--- config.mk ---
export PLATFORM = sky130hd
export DESIGN_NAME = pmp_csr_file
export DESIGN_NICKNAME = d
export VERILOG_FILES = /design/src/rtl/pmp_csr_file.sv
export SDC_FILE = /design/constraint.sdc
export NUM_CORES = 1
export LEC_CHECK = 0
export CORE_ASPECT_RATIO = 0.9
export CORE_MARGIN = 5
export CORE_UTILIZATION = 30
export CTS_CLUSTER_SIZE = 28
export DETAILED_ROUTE_END_ITERATION = 8
export DONT_BUFFER_PORTS = 1
export REMOVE_ABC_BUFFERS = 1
export SLEW_MARGIN = 15
export SYNTH_ARGS = -nofsm -noshare
export SYNTH_HDL_FRONTEND = slang
export SYNTH_SLANG_ARGS = --single-unit
--- constraint.sdc ---
create_clock -name clk -period 5.2 [get_ports clk]
set_input_delay 0.26 -clock clk [delete_from_list [all_inputs] [get_ports clk]]
set_output_delay 0.26 -clock clk [all_outputs]
set_load 0.01 [all_outputs]
--- src/rtl/pmp_csr_file.sv ---
// PMP CSR storage: pmpcfg0..3 / pmpaddr0..15 with WARL legalisation, L-bit locking
// and a single-cycle response pipeline. Only entries 0-3 are implemented.
module pmp_csr_file #(
  parameter int unsigned PMP_ENTRIES = 4
) (
  input  logic        clk,
  input  logic        rst,
  input  logic        csr_req,
  input  logic        csr_we,
  input  logic [1:0]  csr_op,
  input  logic [11:0] csr_addr,
  input  logic [31:0] csr_wdata,
  input  logic [1:0]  csr_priv,
  output logic        csr_rvalid,
  output logic [31:0] csr_rdata,
  output logic        csr_illegal,
  output logic        pmp_update,
  output logic [31:0] pmpcfg0,
  output logic [31:0] pmpcfg1,
  output logic [31:0] pmpaddr0,
  output logic [31:0] pmpaddr1,
  output logic [31:0] pmpaddr2,
  output logic [31:0] pmpaddr3
);

  logic [3:0][7:0]  cfg_q, cfg_d;
  logic [3:0][31:0] addr_q, addr_d;
  logic             rvalid_q, rvalid_d;
  logic [31:0]      rdata_q, rdata_d;
  logic             illegal_q, illegal_d;
  logic             update_q, update_d;

  logic        sel_cfg, sel_cfg0, sel_addr, addr_impl, illegal, do_write;
  logic [3:0]  addr_idx;
  logic [31:0] old_val, new_val;
  logic [3:0]  addr_lock;
  logic [7:0]  byte_v;

  // Decode, lock evaluation, WARL legalisation and next-state for all storage.
  always_comb begin
    sel_cfg   = (csr_addr[11:2] == 10'h0E8);
    sel_cfg0  = (csr_addr == 12'h3A0);
    sel_addr  = (csr_addr[11:4] == 8'h3B);
    addr_idx  = csr_addr[3:0];
    addr_impl = sel_addr && ({28'd0, addr_idx} < PMP_ENTRIES);
    illegal   = !(sel_cfg || sel_addr) || (csr_priv != 2'b11);

    old_val = '0;
    if (sel_cfg0) begin
      old_val = cfg_q;
    end else if (addr_impl) begin
      old_val = addr_q[addr_idx[1:0]];
    end

    unique case (csr_op)
      2'b01:   new_val = csr_wdata;
      2'b10:   new_val = old_val | csr_wdata;
      2'b11:   new_val = old_val & ~csr_wdata;
      default: new_val = old_val;
    endcase

    // An address is frozen by its own L bit, or by a locked TOR entry above it
    // that uses it as the lower bound.
    for (int i = 0; i < 4; i++) begin
      addr_lock[i] = cfg_q[i][7];
    end
    for (int i = 0; i < 3; i++) begin
      if (cfg_q[i+1][7] && (cfg_q[i+1][4:3] == 2'b01)) begin
        addr_lock[i] = 1'b1;
      end
    end

    do_write = csr_req && !illegal && csr_we && (csr_op != 2'b00);

    cfg_d  = cfg_q;
    addr_d = addr_q;
    byte_v = '0;
    if (do_write && sel_cfg0) begin
      for (int i = 0; i < 4; i++) begin
        byte_v      = new_val[8*i +: 8];
        byte_v[6:5] = 2'b00;
        if (!byte_v[0] && byte_v[1]) begin
          byte_v[1] = 1'b0;
        end
        if (!cfg_q[i][7]) begin
          cfg_d[i] = byte_v;
        end
      end
    end
    if (do_write && addr_impl && !addr_lock[addr_idx[1:0]]) begin
      addr_d[addr_idx[1:0]] = new_val;
    end

    rvalid_d  = csr_req;
    rdata_d   = (csr_req && !illegal) ? old_val : 32'd0;
    illegal_d = csr_req && illegal;
    update_d  = (cfg_d != cfg_q) || (addr_d != addr_q);
  end

  // State and response registers; reset drops any in-flight response.
  always_ff @(posedge clk or posedge rst) begin
    if (rst) begin
      cfg_q     <= '0;
      addr_q    <= '0;
      rvalid_q  <= 1'b0;
      rdata_q   <= '0;
      illegal_q <= 1'b0;
      update_q  <= 1'b0;
    end else begin
      cfg_q     <= cfg_d;
      addr_q    <= addr_d;
      rvalid_q  <= rvalid_d;
      rdata_q   <= rdata_d;
      illegal_q <= illegal_d;
      update_q  <= update_d;
    end
  end

  assign csr_rvalid  = rvalid_q;
  assign csr_rdata   = rdata_q;
  assign csr_illegal = illegal_q;
  assign pmp_update  = update_q;
  assign pmpcfg0     = cfg_q;
  assign pmpcfg1     = 32'd0;
  assign pmpaddr0    = addr_q[0];
  assign pmpaddr1    = addr_q[1];
  assign pmpaddr2    = addr_q[2];
  assign pmpaddr3    = addr_q[3];

endmodule

==> metrics.md <==
| Metric | Value |
|---|---|
| Final Net Count | `1472` |
| Post-layout min period | `4.16 ns` |
| Net Switching | `898 uW` |
| Hold slack | `0.0561 ns` |
| DP HPWL | `54.8 mm` |
| Final worst-path cycle share | `79.9%` |
| I/O pins | `279` |
| Crit end category | `flip-flop` |
| PD cells | `237 mW/mm^2` |
| Core Region | `0.0408 sq mm` |
| IO buf count | `0` |
| Combinational Power Share | `11.4%` |
| Initial DRC count | `2239` |
| Pin count of the biggest net entering global routing | `103` |
| Slew margin rel. | `15.9%` |
| Count of placed standard cells including taps | `1938` |
| Status | `finished clean` |
| Post-Synthesis Cells | `1466` |
| Max-Cap Viols | `0` |
| CTS buffer count | `17` |
| Routed Wire Length | `73.6 mm` |
| Post-Layout Cell Count | `1973` |
| Sw frac | `28.2%` |
| Share of power burned in registers | `47.6%` |
| Area grow syn2layout | `8.41%` |
| First-pass GRT wire length | `102 mm` |
| Antenna cells | `0` |
| CP startpoint kind | `flip-flop` |
| Netlist cell types | `87` |
| Crit-path leading delay family | `compound AO/OA/AOI/OAI gates` |
| Most frequent cells in the layout | `nand2_1 (222), dfrtp_1 (195), o21ai_0 (182)` |
| Die ar. | `0.0456 sq mm` |
| Max Fanout on Critical Path | `11` |
| Post-DP Area | `0.0129 sq mm` |
| Final GP Congestion | `1.08` |
| Via count | `12937` |
| Layout Cell Area excl Fill | `0.0135 sq mm` |
| CP peak stage delay | `0.99 ns` |
| Multiplexer share of the synthesized area | `5.75%` |
| Pint | `2290 uW` |
| Synth top area share | `39.3%` |
| Layout fillers | `4320` |
| Synth Register Bits | `195` |
| DR WL/cell | `37.3 um` |
| CTS tree | `done` |
| Fin. Hold Viols | `0` |
| Post-synthesis adder-cell area fraction | `0%` |
| Tot GR Track Use | `31.3%` |
| H-tree depth | `4` |
| Main flop type after synthesis | `dfrtp_1` |
| Worst path cell trace | `mux2_2 > a32oi_1 > a21oi_1 > o211ai_1 > o22ai_1 > a2111o_1 > a222oi_1 > nand4_1 > nor4_2 > o2111ai_1` |
| Yosys warns | `0` |
| Clk_skew | `0.0162 ns` |
| Clk root buf | `clkbuf_16` |
| Complex-gate fraction of the synthesized area | `27.9%` |
| First drt pass iteration count | `8` |
| Top cells by area, synth | `dfrtp_1 (39%), o21ai_0 (7.3%), nand2_1 (6.7%)` |
| Post-Synth XOR/XNOR Area | `0.988%` |
| Synth Area in Simple Gates | `18.8%` |
| Utilization after layout | `33.0%` |
| Cell taking the most area after synthesis | `dfrtp_1` |
| Die X-Extent | `224 um` |
| Crit path buffers/inverters | `0` |
| CTS Buffer Depth | `2` |
| Layout cell share with drive strength beyond 1 | `8.79%` |
| Final Slew Violations | `0` |
| Worst Hold Class | `in2reg` |
| Detail Route Antenna Nets | `0` |
| Clock share of power | `41.0%` |
| Fmax | `0.241 GHz` |
| Die H | `203 um` |
| GR Overflow Total | `0` |
| EDFF count, synth | `0` |
| Syn_area_per_cell | `8.47 sq um` |
| Count of final setup violators | `0` |
| CP required | `5.55 ns` |
| Worst VDD drop | `0.000139 V` |
| Cell row count | `70` |
| Avg Vias per Cell | `6.56` |
| Clock slew seen by the registers of the worst setup and hold paths | `0.08 ns` |
| WS Path Type | `reg2reg` |
| Fin Setup TNS | `0 ns` |
| RSZ-0062 raised after global routing | `false` |
| Clk Latency, worst-skew pair | `0.48 ns` |
| Sink Count | `195` |
| Mapped Area | `0.0124 sq mm` |
| DRC | `0` |
| Asr flop ratio synth | `100%` |
| Leading cell type in the layout, fill and taps excluded | `nand2_1` |
| Leakage | `0.00540 uW` |
| Sequential-to-total area share from yosys stat | `39.3%` |
| Worst EP arrival | `4.50 ns` |
| Largest family of logic cells by synthesized area | `compound AO/OA/AOI/OAI gates` |
| Initial antenna violation count | `2` |
| Worst path slowest cell | `o211ai_1` |
| Starting Density | `30.4%` |
| Number of global-route vias before repair | `12170` |
| Worst-Margin Slew | `1.26 ns` |
[final cells by class]
| class | instances | area (sq um) | share of cell area (%) |
|---|---|---|---|
| Timing Repair Buffer | 53 | 415 | 3.09 |
| Sequential cell | 195 | 4880 | 36.3 |
| Tap cell | 540 | 676 | 5.02 |
| Inverter | 33 | 131 | 0.976 |
| Clock inverter | 9 | 72.6 | 0.539 |
| Clock buffer | 23 | 498 | 3.70 |
| Multi-Input combinational cell | 1120 | 6790 | 50.4 |
[per-stage QoR]
| stage | worst slack (ns) | power (uW) |
|---|---|---|
| 2_1_floorplan | -0.372 | 1750 |
| 3_3_place_gp | 0.932 | 1900 |
| 3_5_place_dp | 0.994 | 1890 |
| 4_1_cts | 1.17 | 3190 |
| 5_1_grt | 0.909 | 3280 |
| 6_report | 1.04 | 3190 |
[what timing repair did]
action / in CTS / in global routing
endpoints found under the hold margin: 102 / 0
hold buffers: 2 / 0
resized for setup: 0 / 0
buffers inserted: 0 / 0
[layer usage]
metal  GRT usage [%]  up-vias  wire length (um)
li1                -     5301                 -
met1            41.6     6381             29100
met2            45.1     1033             30500
met3            13.8      218             10500
met4            11.6        4              3420
met5               0        -                34
[sequential cells by signal (all words and copies together), names as in the netlist]
name / cells
pmpaddr3: 32
pmpaddr2: 32
pmpaddr0: 32
csr_illegal: 1
pmpcfg0: 32
pmp_update: 1
csr_rvalid: 1
csr_rdata: 32
pmpaddr1: 32
[cells in the mapped netlist (all sizes together), types with 6 or more instances]
library cell and n:
nand2 222, dfrtp 195, o21ai 187, nor2 107, clkbuf 83, buf 66
mux2i 50, a21oi 45, o22ai 39, inv 32, nor3 22, nor4 21
a22oi 20, and3 19, o221ai 18, and2 17, mux2 17, nand3 17
a22o 15, a31oi 15, nand4 14, o32ai 13, o2111ai 12, o31ai 12
a211oi 11, a21o 11, o211ai 11, a32o 10, a32oi 10, a211o 8
xnor2 8, a2bb2oi 7, nand2b 7, nor2b 7, o22a 7, o2bb2ai 6
or3 6, xor2 6
[tightest hold or removal path, stage by stage]
cell	delay [ns]
nand2_1	0.05
o211ai_1	0.08
a21oi_1	0.08
[kinds of logic (layout without fill, tap and decap cells)]
logic type,after synthesis,count (layout)
DFF,195,195
and+or+nand+nor,494,494
buffers and inverters,182,118
xor gates and xnor gates,14,14
muxes,68,68
AOI/OAI and AO/OA,512,512
other,1,32
[final timing paths]
path	from	endpoint	slack [ns]	cells after the start
worst max register to register	pmpaddr2[8]	pmp_update	1.04	10
max in group asynchronous	rst	csr_rdata[24]	3.63	3
worst max-delay path	pmpaddr2[8]	pmp_update	1.04	10
worst min register to register	pmpcfg0[9]	pmpcfg0[9]	0.64	2
min in group asynchronous	rst	pmpaddr3[18]	0.42	2
worst min-delay path	csr_addr[0]	csr_rdata[19]	0.06	3
[power groups by stage]
stage                     logic [uW]  registers (uW)  clock network (uW)
after floorplan                  197            1550                   0
after global placement           346            1550                   0
after detailed placement         343            1550                   0
after CTS                        346            1520                1330
after global routing             378            1520                1390
final                            362            1520                1310
No activity file was read; power rests on OpenSTA's default activity.
